### src/rtl/h80cpu_uart_rx.sv
// 8N1 serial receiver for the h80cpu I/O subsystem: 2-flop synchronizer, bit-timing FSM,
// FWFT receive FIFO and sticky overrun / framing-error flags, all in the sysclk domain.
module h80cpu_uart_rx #(
    parameter int SYSCLK_FREQ = 27000000,
    parameter int BAUD        = 115200,
    parameter int FIFO_DEPTH  = 4
) (
    input  logic                            sysclk,
    input  logic                            reset_n,
    input  logic                            uart_rxp,
    input  logic                            rd_en,
    input  logic                            err_clr,
    output logic [7:0]                      rd_data,
    output logic                            rx_ready,
    output logic [$clog2(FIFO_DEPTH+1)-1:0] fifo_count,
    output logic                            overrun,
    output logic                            frame_err
);

    localparam int CLKS_PER_BIT = SYSCLK_FREQ / BAUD;
    localparam int CNT_W        = (CLKS_PER_BIT > 2) ? $clog2(CLKS_PER_BIT) : 1;
    localparam int PTR_W        = $clog2(FIFO_DEPTH);
    localparam int CNTF_W       = $clog2(FIFO_DEPTH) + 1;

    typedef enum logic [2:0] {
        S_IDLE,
        S_START,
        S_DATA,
        S_STOP,
        S_BREAK
    } state_t;

    state_t             r_state;
    logic               r_sync1;
    logic               r_sync2;
    logic [CNT_W-1:0]   r_bit_cnt;
    logic [2:0]         r_bit_idx;
    logic [7:0]         r_shift;
    logic               r_overrun;
    logic               r_frame_err;

    logic [7:0]         r_mem [FIFO_DEPTH];
    logic [PTR_W-1:0]   r_rd_ptr;
    logic [PTR_W-1:0]   r_wr_ptr;
    logic [CNTF_W-1:0]  r_count;

    logic               w_rx_s;
    logic               w_cnt_zero;
    logic               w_stop_sample;
    logic               w_push_req;
    logic               w_full;
    logic               w_pop;
    logic               w_push;

    assign w_rx_s        = r_sync2;
    assign w_cnt_zero    = (r_bit_cnt == '0);
    assign w_stop_sample = (r_state == S_STOP) && w_cnt_zero;
    assign w_push_req    = w_stop_sample && w_rx_s;
    assign w_full        = (r_count == CNTF_W'(FIFO_DEPTH));
    assign w_pop         = rd_en && (r_count != '0);
    // A full FIFO still accepts the byte when the head is popped in the same cycle.
    assign w_push        = w_push_req && (!w_full || w_pop);

    always_ff @(posedge sysclk or negedge reset_n) begin
        if (!reset_n) begin
            r_sync1 <= 1'b1;
            r_sync2 <= 1'b1;
        end else begin
            r_sync1 <= uart_rxp;
            r_sync2 <= r_sync1;
        end
    end

    always_ff @(posedge sysclk or negedge reset_n) begin
        if (!reset_n) begin
            r_state     <= S_IDLE;
            r_bit_cnt   <= '0;
            r_bit_idx   <= '0;
            r_shift     <= '0;
            r_overrun   <= 1'b0;
            r_frame_err <= 1'b0;
        end else begin
            case (r_state)
                S_IDLE: begin
                    if (!w_rx_s) begin
                        r_bit_cnt <= CNT_W'(CLKS_PER_BIT / 2 - 1);
                        r_state   <= S_START;
                    end
                end
                S_START: begin
                    if (w_cnt_zero) begin
                        if (w_rx_s) begin
                            r_state <= S_IDLE;
                        end else begin
                            r_bit_cnt <= CNT_W'(CLKS_PER_BIT - 1);
                            r_bit_idx <= '0;
                            r_state   <= S_DATA;
                        end
                    end else begin
                        r_bit_cnt <= r_bit_cnt - 1'b1;
                    end
                end
                S_DATA: begin
                    if (w_cnt_zero) begin
                        r_shift   <= {w_rx_s, r_shift[7:1]};
                        r_bit_cnt <= CNT_W'(CLKS_PER_BIT - 1);
                        if (r_bit_idx == 3'd7) begin
                            r_state <= S_STOP;
                        end else begin
                            r_bit_idx <= r_bit_idx + 3'd1;
                        end
                    end else begin
                        r_bit_cnt <= r_bit_cnt - 1'b1;
                    end
                end
                S_STOP: begin
                    if (w_cnt_zero) begin
                        r_state <= w_rx_s ? S_IDLE : S_BREAK;
                    end else begin
                        r_bit_cnt <= r_bit_cnt - 1'b1;
                    end
                end
                S_BREAK: begin
                    if (w_rx_s) begin
                        r_state <= S_IDLE;
                    end
                end
                default: r_state <= S_IDLE;
            endcase

            // Setting wins over a simultaneous clear.
            if (w_stop_sample && !w_rx_s) begin
                r_frame_err <= 1'b1;
            end else if (err_clr) begin
                r_frame_err <= 1'b0;
            end

            if (w_push_req && !w_push) begin
                r_overrun <= 1'b1;
            end else if (err_clr) begin
                r_overrun <= 1'b0;
            end
        end
    end

    always_ff @(posedge sysclk) begin
        if (w_push) begin
            r_mem[r_wr_ptr] <= r_shift;
        end
    end

    always_ff @(posedge sysclk or negedge reset_n) begin
        if (!reset_n) begin
            r_rd_ptr <= '0;
            r_wr_ptr <= '0;
            r_count  <= '0;
        end else begin
            if (w_push) begin
                r_wr_ptr <= r_wr_ptr + 1'b1;
            end
            if (w_pop) begin
                r_rd_ptr <= r_rd_ptr + 1'b1;
            end
            case ({w_push, w_pop})
                2'b10:   r_count <= r_count + 1'b1;
                2'b01:   r_count <= r_count - 1'b1;
                default: r_count <= r_count;
            endcase
        end
    end

    assign rd_data    = (r_count != '0) ? r_mem[r_rd_ptr] : 8'h00;
    assign rx_ready   = (r_count != '0);
    assign fifo_count = r_count;
    assign overrun    = r_overrun;
    assign frame_err  = r_frame_err;

endmodule
### config.mk
export PLATFORM = sky130hd
export DESIGN_NAME = h80cpu_uart_rx
export DESIGN_NICKNAME = d
export VERILOG_FILES = /design/src/rtl/h80cpu_uart_rx.sv
export SDC_FILE = /design/constraint.sdc
export NUM_CORES = 1
export LEC_CHECK = 0
export BUFFER_PORTS_ARGS = -buffer_cell sky130_fd_sc_hd__clkbuf_2
export CAP_MARGIN = 0
export CORE_AREA = 2 2 82 84
export CTS_CLUSTER_DIAMETER = 100
export CTS_CLUSTER_SIZE = 40
export DETAILED_ROUTE_END_ITERATION = 10
export DIE_AREA = 0 0 84 86
export PLACE_DENSITY_LB_ADDON = 0.08
export SYNTH_ARGS = -nofsm -noshare
export SYNTH_HDL_FRONTEND = slang
export SYNTH_SLANG_ARGS = --single-unit
### constraint.sdc
create_clock -name sysclk -period 2.37 [get_ports sysclk]
set_input_delay 0.237 -clock sysclk [delete_from_list [all_inputs] [get_ports sysclk]]
set_output_delay 0.237 -clock sysclk [all_outputs]
set_load 0.02 [all_outputs]
==> impl_metrics.toml, run 1 <==
[power]
p_sw_uw = 780.5
seqPwrFrac_pct = 48.2
netSwitchingFraction_pct = 28.88
internal-power_mw = 1.922
leakagePower_nw = 1.611
ir_drop_mv = 0.5579
power.density_nw_per_um2 = 729.7
clkPwrFrac_pct = 34.1
p_total_mw = 2.703
pwr-share-comb_pct = 17.7

[setup_path]
setup.worst_path.start_class = "flip-flop"
path_class = "flip-flop to flip-flop"
end_kind = "flip-flop"
cp.arrival_ps = 2600
crit_path_max_fanout = 3
worstPathRequired_ps = 2620

[timing]
slew_headroom_pct = 41.22
finalCritPeriodShare_pct = 99.38
fin_ws_ps = 14.77
tightest_slew_ps = 881.6
fin_skew_ps = 6.799
slew_violations = 0
hold_slack_ps = 9.378
setup_viol_count_final = 0
setup_tns_ps = 0
period_needed_ps = 2355
rsz0062_at_grt = "true"
max_clock_freq_mhz = 424.6
hold_viol_final = 0

[synth]
synth_nets = 240
synth_enable_flop_cells = 32
ys_warn_count = 0
synthFlopType = "edfxtp_1"
synth_area_um2 = 3050
synth.ff_latch_count = 65
yosysTopAreaCell = "edfxtp_1"
synthTopCellsByArea = "edfxtp_1 (32%), dfrtp_1 (25%), mux4_2 (5.9%), mux2_2 (3.7%), ha_1 (2.9%)"
ys_types = 54
syn_area_per_cell_um2 = 13.44
async_reset_ff_share_pct = 50.77
seq_area_frac_synth_pct = 58.65
synth_top_area_share_pct = 31.50
syn_inst = 227

[placement]
io_buffers = 18
dpl.hpwl_mm = 3.973
placed_cell_area_um2 = 3481
gp_congestion = 0.8236
place_ws_ps = -28.99

[floorplanning]
fp.dieArea_um2 = 7224
start_util_pct = 48.59
die_h_um = 86
coreArea_um2 = 6277
fp-row-count = 29
ios = 19
dieWidth_um = 84

[final_layout]
fin_area_um2 = 3704
fill_cells = 529
diodes = 0
layout.nets = 290
layout-drive-gt1-share_pct = 33.69
syn2layout_area_growth_pct = 21.41

[detailed_routing]
vias = 1979
wl_per_cell_um = 16.32
dr.first_iter.drc_count = 151
drt-pass1-iter-count = 4
wirelength_mm = 5.860
postRouteAntennaNets = 0
drcViolationCount = 0
viasPerCell = 5.513

[clocking]
htree_levels = 3
clk_latency_ps = 340
clk_path_buf_depth = 2
cts_tree = "yes"
path_clk_slew_ps = 80
cts.sinks = 65
cts-root-buf = "clkbuf_8"
cts_buffers = 9

[global_routing]
grt_max_degree = 34
grt_pass1_wl_mm = 9.998
antenna_found_initial = 0
grt_pass1_vias = 1991
track_usage_pct = 18.01
gr-total-overflow = 0

[job]
cap_violations = 0

[run_status]
outcome = "completed"

[worst_hold_path]
hp-class = "input pin to asynchronous set/reset pin"
## registers in the layout (all words and copies together), names as in the netlist, 2 cells and up
register / cells
r_bit_idx: 3
fifo_count: 3
r_state: 3
r_shift: 8
r_rd_ptr: 2
r_wr_ptr: 2
r_bit_cnt: 8
r_mem: 32
## cell usage after synthesis, types with 2 or more instances
| library cell | instances |
|---|---|
| nand3_1 | 11 |
| a31oi_1 | 4 |
| and2_1 | 12 |
| a22o_1 | 2 |
| buf_2 | 2 |
| edfxtp_1 | 32 |
| clkbuf_1 | 7 |
| a21oi_1 | 7 |
| dfrtp_1 | 31 |
| o22ai_1 | 3 |
| mux2_2 | 10 |
| mux2i_1 | 4 |
| o22a_1 | 3 |
| mux4_2 | 8 |
| nand4b_1 | 2 |
| a211oi_1 | 4 |
| ha_1 | 7 |
| dfstp_2 | 2 |
| nor2b_1 | 2 |
| o21ai_0 | 4 |
| or3_1 | 3 |
| nand2_1 | 9 |
| and3_1 | 2 |
| inv_1 | 13 |
| nor2_1 | 8 |
| nand2b_1 | 2 |
| xnor2_1 | 4 |
| nor3_1 | 3 |
## power by group through the flow
stage               clock (mW)  sequential, mW  combinational, mW
global route             0.997            1.31              0.538
CTS                      0.945            1.30              0.483
global placement             0            1.32              0.466
finish                   0.921            1.30              0.478
detailed placement           0            1.32              0.469
floorplan                    0            1.31              0.341
## repair_timing
item                       in CTS  in global routing
buffers inserted                0                  0
resized for setup               4                  0
hold endpoints to repair        1                  0
hold buffers                    1                  0
pin swaps                       2                  1
setup endpoints to repair       1                  2
## worst paths after layout
kind                            cells past startpoint  slack, ps                   endpoint                     start
worst min register to register                      0        360          r_sync2$_DFF_PN1_         r_sync1$_DFF_PN1_
worst max register to register                      9         10  fifo_count[1]$_DFFE_PN0P_  r_bit_cnt[1]$_DFFE_PN0P_
max in group asynchronous                           1       1810   r_bit_cnt[2]$_DFFE_PN0P_                   reset_n
worst max-delay path                                9         10  fifo_count[1]$_DFFE_PN0P_  r_bit_cnt[1]$_DFFE_PN0P_
min in group sysclk                                 2        110        overrun$_DFFE_PN0P_                   err_clr
worst min-delay path                                1          9  fifo_count[1]$_DFFE_PN0P_                   reset_n
## cell type report
class,count,area (um^2),area share (%)
Multi-Input combinational cell,140,1207,32.60
Timing Repair Buffer,48,367.9,9.932
Tap cell,77,96.34,2.601
Clock inverter,7,70.07,1.892
Sequential cell,65,1789,48.31
Inverter,13,48.80,1.318
Clock buffer,9,123.9,3.345
## metal layers
| layer | up-vias | wire length [um] | GRT usage [%] |
|---|---|---|---|
| met5 | - | 0 | 0 |
| met2 | 42 | 2611 | 25.09 |
| met4 | 0 | 69 | 6.745 |
| met1 | 974 | 2956 | 27.19 |
| met3 | 8 | 223 | 4.620 |
| li1 | 955 | - | - |
## cells in the final DEF (no fill, tap or decap), types with 3 or more instances in the layout
cell and count:
a21oi_1 7, clkbuf_8 9, o22ai_1 3, nor2_1 8, xnor2_1 4, buf_12 4
ha_1 6, buf_4 25, clkbuf_2 18, inv_1 11, edfxtp_1 32, dfrtp_1 31
o21ai_0 4, o22a_1 3, a31oi_1 4, a211oi_1 4, nor3_1 3, nand2_1 9
mux2i_1 4, and2_1 12, mux2_2 10, nand3_1 10, mux4_2 8
## stage by stage
step / cells / util, %
detailed placement: 342 / 55.45
finish: 359 / 59.00
global route: 359 / 59.00
CTS: 359 / 59.00
global placement: 342 / 55.45
floorplan: 227 / -
## critical path, stage by stage (launching register included)
cell	delay, ps
dfrtp_1	390
inv_2	80
ha_4	130
or3b_4	380
or3_4	380
nand3_2	80
fa_1	440
inv_1	90
o221ai_2	80
a211oi_1	230
## cell families (layout without fill, tap and decap cells)
group	count (synthesis)	count (layout)	synth area share (%)
DFF	65	65	58.65
AOI/OAI and AO/OA	38	38	9.025
buffers and inverters	22	77	2.789
xor gates and xnor gates	5	5	1.436
and+or+nand+nor	67	67	13.66
muxes	22	22	10.91
adders and majority gates	8	8	3.527
Note: power is estimated with default switching activity, not from simulation.
==> run 2, diff against run 1 <==
Settings changed: HOLD_SLACK_MARGIN set to 0.15.
==> run 2 against run 1 <==
  * Worst setup slack about the same
  * Clock power about the same
  * Global-route usage unchanged
  * Hold slack better by 320 ps
  * Register-to-register slack about the same
  * Sequential share of layout area down 0.26 points
  * First-iteration DRC count up 17%
  * Critical path type unchanged
==> impl_metrics.toml, run 2 (synthesis gave the netlist of run 1 again) <==
[setup_path]
crit_path_max_fanout = 3
worstPathRequired_ps = 2620
setup.worst_path.start_class = "flip-flop"
end_kind = "flip-flop"
path_class = "flip-flop to flip-flop"
critPathSlowestCell = "fa_1"
crit_chain = "inv_2, ha_4, or3b_4, or3_4, nand3_2, fa_1, inv_1, o221ai_2, a211oi_1"
cp.arrival_ps = 2610
slowest_delay_ps = 440

[final_layout]
syn2layout_area_growth_pct = 22.07
layout.nets = 292
final_core_util_pct = 59.32
layout_common_cells = "edfxtp_1 (32), dfrtp_1 (31), buf_4 (25), clkbuf_2 (18), and2_1 (12)"
multi_input_area_um2 = 1207
largest_register_ff_count = 32
register_area_um2 = 1789
final_common_cell = "edfxtp_1"
layout-drive-gt1-share_pct = 33.45
fill_cells = 527
reg_top3 = "r_mem (32), r_bit_cnt (8), r_shift (8)"
diodes = 0
regMostFlops = "r_mem"

[floorplanning]
start_util_pct = 48.59
dieWidth_um = 84
die_h_um = 86
fp.dieArea_um2 = 7224
fp-row-count = 29
coreArea_um2 = 6277
ios = 19

[detailed_routing]
drt-pass1-iter-count = 5
routed.top_layer = "met4"
wl_per_cell_um = 16.30
wirelength_mm = 5.884
drcViolationCount = 0
vias = 1975
met3_length_um = 199
viasPerCell = 5.471
wl_met2_mm = 2.614
dr.first_iter.drc_count = 176
postRouteAntennaNets = 0
met1_length_mm = 2.997

[timing]
finalCritPeriodShare_pct = 99.38
fin_ws_ps = 14.60
slew_violations = 0
period_needed_ps = 2355
tightest_slew_ps = 879.4
slew_headroom_pct = 41.37
setup_viol_count_final = 0
fin_skew_ps = 6.873
max_clock_freq_mhz = 424.6
hold_viol_final = 0
hold_slack_ps = 331.8
rsz0062_at_grt = "true"

[global_routing]
grt_max_degree = 34
track_usage_pct = 18.01
grt_pass1_vias = 1991
grt_pass1_wl_mm = 9.998
antenna_found_initial = 0
gr-total-overflow = 0

[placement]
io_buffers = 18
place_ws_ps = -28.99
gp_congestion = 0.8236
dpl.hpwl_mm = 3.973

[power]
internal-power_mw = 1.924
ir_drop_mv = 0.5573
p_total_mw = 2.707
power.density_nw_per_um2 = 727.0
netSwitchingFraction_pct = 28.91
clkPwrFrac_pct = 34.2
seqPwrFrac_pct = 48.1
leakagePower_nw = 1.619
pwr-share-comb_pct = 17.7
p_sw_uw = 782.6

[clocking]
cts_tree = "yes"
clk_path_buf_depth = 2
cts_buffers = 9
cts-root-buf = "clkbuf_8"
path_clk_slew_ps = 80
cts.sinks = 65
htree_levels = 3
post_cts_buffers = 0
clk_latency_ps = 340

[run_status]
outcome = "completed"

[job]
cap_violations = 0

[worst_hold_path]
hp-class = "input pin to flip-flop"
## run 2: cell types whose count changed in the layout (fill, tap and decap cells not counted), sizes merged
cell / before / now
dlygate4sd3: 1 / 3
## run 2: what timing repair did
action,CTS,global route
endpoints found under the setup margin,1,2
pin swaps,2,1
hold buffers,3,0
endpoints found under the hold margin,34,0
resized for setup,4,0
cloned,0,0
## run 2: power by group through the flow
stage	registers (mW)	logic (mW)	clock network (mW)
2_1_floorplan	1.31	0.341	0
3_3_place_gp	1.32	0.466	0
3_5_place_dp	1.32	0.469	0
4_1_cts	1.30	0.485	0.945
5_1_grt	1.31	0.541	0.997
6_report	1.30	0.480	0.924
## run 2: through the flow
step,setup TNS [ps],area [um^2],std cells
finish,0,3724,361
global route,-83.93,3724,361
CTS,-2.166,3724,361
detailed placement,-28.99,3481,342
global placement,0,3481,342
floorplan,-72.14,3069,227
## run 2: cell type report
| class | instances | area share [%] |
|---|---|---|
| sequential | 65 | 48.05 |
| multi-input combinational | 140 | 32.43 |
| timing repair buffer | 50 | 10.42 |
| clock buffer | 9 | 3.327 |
| tap | 77 | 2.587 |
| clock inverter | 7 | 1.882 |
| inverter | 13 | 1.310 |
## run 2: layer usage
| metal | GRT usage [%] | vias up |
|---|---|---|
| met5 | 0 | - |
| met4 | 6.745 | 0 |
| met3 | 4.620 | 8 |
| met2 | 25.09 | 38 |
| met1 | 27.19 | 971 |
| li1 | - | 958 |
## run 2: worst max-delay path: cells and delay by family, from the launching register on
| family | cells | cell delay, ps |
|---|---|---|
| flip-flops | 1 | 390 |
| buffers and inverters | 2 | 170 |
| AO/OA/AOI/OAI | 2 | 310 |
| adder cells (fa/ha/maj) | 2 | 570 |
| AND/OR/NAND/NOR | 3 | 840 |
## run 2: worst paths after layout
path	from	slack (ps)	cells after the start	endpoint
setup / recovery	r_bit_cnt[1]$_DFFE_PN0P_	10	9	fifo_count[1]$_DFFE_PN0P_
hold reg to reg	r_sync1$_DFF_PN1_	360	0	r_sync2$_DFF_PN1_
hold / removal	rd_en	330	3	r_rd_ptr[0]$_DFFE_PN0P_
max in group asynchronous	reset_n	1270	2	r_bit_cnt[2]$_DFFE_PN0P_
setup reg to reg	r_bit_cnt[1]$_DFFE_PN0P_	10	9	fifo_count[1]$_DFFE_PN0P_
min in group asynchronous	reset_n	550	2	fifo_count[1]$_DFFE_PN0P_
==> run 3, diff against run 2 <==
Settings changed: CAP_MARGIN 0 to 20, CORE_AREA 2 2 82 84 to 4 4 84 86, DIE_AREA 0 0 84 86 to 0 0 88 90.
==> run 3 against run 2 <==
  * Sequential cell count unchanged
  * Sequential share of layout area up 0.081 points
  * Non-clock buffer count up 5
  * First-iteration DRC count down 17%
  * Design area down 0.17%
  * Clock skew about the same
  * Register-to-register slack about the same
  * Sequential power up 3%
  * Fmax about the same
  * Count of clock-buffer cells in the layout up 1
  * Final cell count up 1.4%
  * Via count up 1.8%
  * Critical endpoint unchanged
  * Largest cell class unchanged
==> impl_metrics.toml, run 3 (synthesis gave the netlist of run 1 again) <==
[run_status]
outcome = "completed"

[setup_path]
cp.arrival_ps = 2600
crit_path_max_fanout = 3
setup.worst_path.start_class = "flip-flop"
worstPathRequired_ps = 2610
end_kind = "flip-flop"
path_class = "flip-flop to flip-flop"

[placement]
io_buffers = 18
dpl.hpwl_mm = 4.094
gp_congestion = 0.8395
placed_cell_area_um2 = 3431
place_ws_ps = -82.79

[detailed_routing]
drcViolationCount = 0
wirelength_mm = 6.055
viasPerCell = 5.495
vias = 2011
drt-pass1-iter-count = 5
wl_per_cell_um = 16.54
dr.first_iter.drc_count = 146
postRouteAntennaNets = 0

[global_routing]
track_usage_pct = 16.68
gr-total-overflow = 0
grt_pass1_wl_mm = 10.09
antenna_found_initial = 0
grt_max_degree = 34
grt_pass1_vias = 1995

[power]
internal-power_mw = 1.936
p_sw_uw = 772.7
seqPwrFrac_pct = 49.5
clkPwrFrac_pct = 33.4
ir_drop_mv = 0.6885
netSwitchingFraction_pct = 28.52
power.density_nw_per_um2 = 728.7
leakagePower_nw = 1.638
pwr-share-comb_pct = 17.0

[floorplanning]
die_h_um = 90
fp.dieArea_um2 = 7920
dieWidth_um = 88
start_util_pct = 48.59
ios = 19
fp-row-count = 29
coreArea_um2 = 6277

[timing]
slew_headroom_pct = 41.10
tightest_slew_ps = 883.4
slew_violations = 0
hold_slack_ps = 333.2
hold_viol_final = 0
fin_ws_ps = 12.45
max_clock_freq_mhz = 424.2
fin_skew_ps = 7.165
setup_viol_count_final = 0
finalCritPeriodShare_pct = 99.47
rsz0062_at_grt = "true"
setup_tns_ps = 0
period_needed_ps = 2358

[final_layout]
largest_register_ff_count = 32
register_area_um2 = 1789
fin_area_um2 = 3717
layout_common_cells = "buf_4 (34), edfxtp_1 (32), dfrtp_1 (31), clkbuf_2 (18), and2_1 (12)"
final_core_util_pct = 59.22
syn2layout_area_growth_pct = 21.86
layout-drive-gt1-share_pct = 35.29
regMostFlops = "r_mem"
final_common_cell = "buf_4"
diodes = 0
layout.nets = 297
multi_input_area_um2 = 1212
fill_cells = 509
reg_top3 = "r_mem (32), r_bit_cnt (8), r_shift (8)"

[clocking]
cts-root-buf = "clkbuf_8"
htree_levels = 3
clk_latency_ps = 320
cts_tree = "yes"
cts_buffers = 9
path_clk_slew_ps = 70
clk_path_buf_depth = 2
cts.sinks = 65

[job]
cap_violations = 0

[worst_hold_path]
hp-class = "input pin to flip-flop"
-- run 3: cell count changes in the layout (fill, tap and decap cells not counted), sizes merged --
cell	change
clkinv	-1
clkbuf	+1
buf	+5
-- run 3: worst max-delay path, cell delays in order (launching register included) --
cell and delay [ps]:
dfrtp_1 390, inv_2 80, ha_4 130, or3b_4 380
or3_4 380, nand3_2 90, fa_1 460, nand2b_1 90
mux2i_1 80, a211oi_2 200
-- run 3: power by group through the flow --
| stage | registers, mW | clock network [mW] | logic [mW] |
|---|---|---|---|
| 4_1_cts | 1.35 | 0.940 | 0.464 |
| 2_1_floorplan | 1.31 | 0 | 0.341 |
| 3_3_place_gp | 1.37 | 0 | 0.425 |
| 5_1_grt | 1.37 | 0.986 | 0.511 |
| 3_5_place_dp | 1.37 | 0 | 0.436 |
| 6_report | 1.34 | 0.906 | 0.461 |
-- run 3: path summary, 6_finish.rpt --
kind                                          startpoint                         to  slack [ps]  cells past startpoint
worst max-delay path            r_bit_cnt[0]$_DFFE_PN0P_  fifo_count[1]$_DFFE_PN0P_          10                      9
worst min-delay path                               rd_en    r_rd_ptr[0]$_DFFE_PN0P_         330                      3
worst max register to register  r_bit_cnt[0]$_DFFE_PN0P_  fifo_count[1]$_DFFE_PN0P_          10                      9
worst min register to register         r_sync1$_DFF_PN1_          r_sync2$_DFF_PN1_         360                      0
max in group asynchronous                        reset_n     r_shift[7]$_DFFE_PN0P_        1250                      2
min in group asynchronous                        reset_n  fifo_count[0]$_DFFE_PN0P_         570                      2
-- run 3: stage by stage --
step           instances  power (mW)
2_1_floorplan        227       1.652
3_3_place_gp         342       1.796
3_5_place_dp         342       1.810
4_1_cts              365       2.755
5_1_grt              366       2.865
6_report             366       2.709
-- run 3: area by class of cell --
class | count | share of cell area, %
clock buffers | 10 | 3.433
clock inverters | 6 | 1.818
inverters | 13 | 1.313
multi-input cells | 140 | 32.62
flip-flops and latches | 65 | 48.13
well taps | 77 | 2.592
repair buffers | 55 | 10.10
-- run 3: per-layer routing --
layer	up-vias	track usage [%]	share of wire [%]
li1	977	-	-
met2	39	23.24	46
met5	-	0	0
met3	2	3.748	3.4
met1	993	25.32	50
met4	0	6.138	0.48
-- run 3: what timing repair did --
action                                  CTS  global route
gates resized for setup                   5             0
endpoints found under the hold margin    34             0
endpoints found under the setup margin    1             1
pin swaps                                 4             3
hold buffers                              3             0
buffers inserted                          4             1
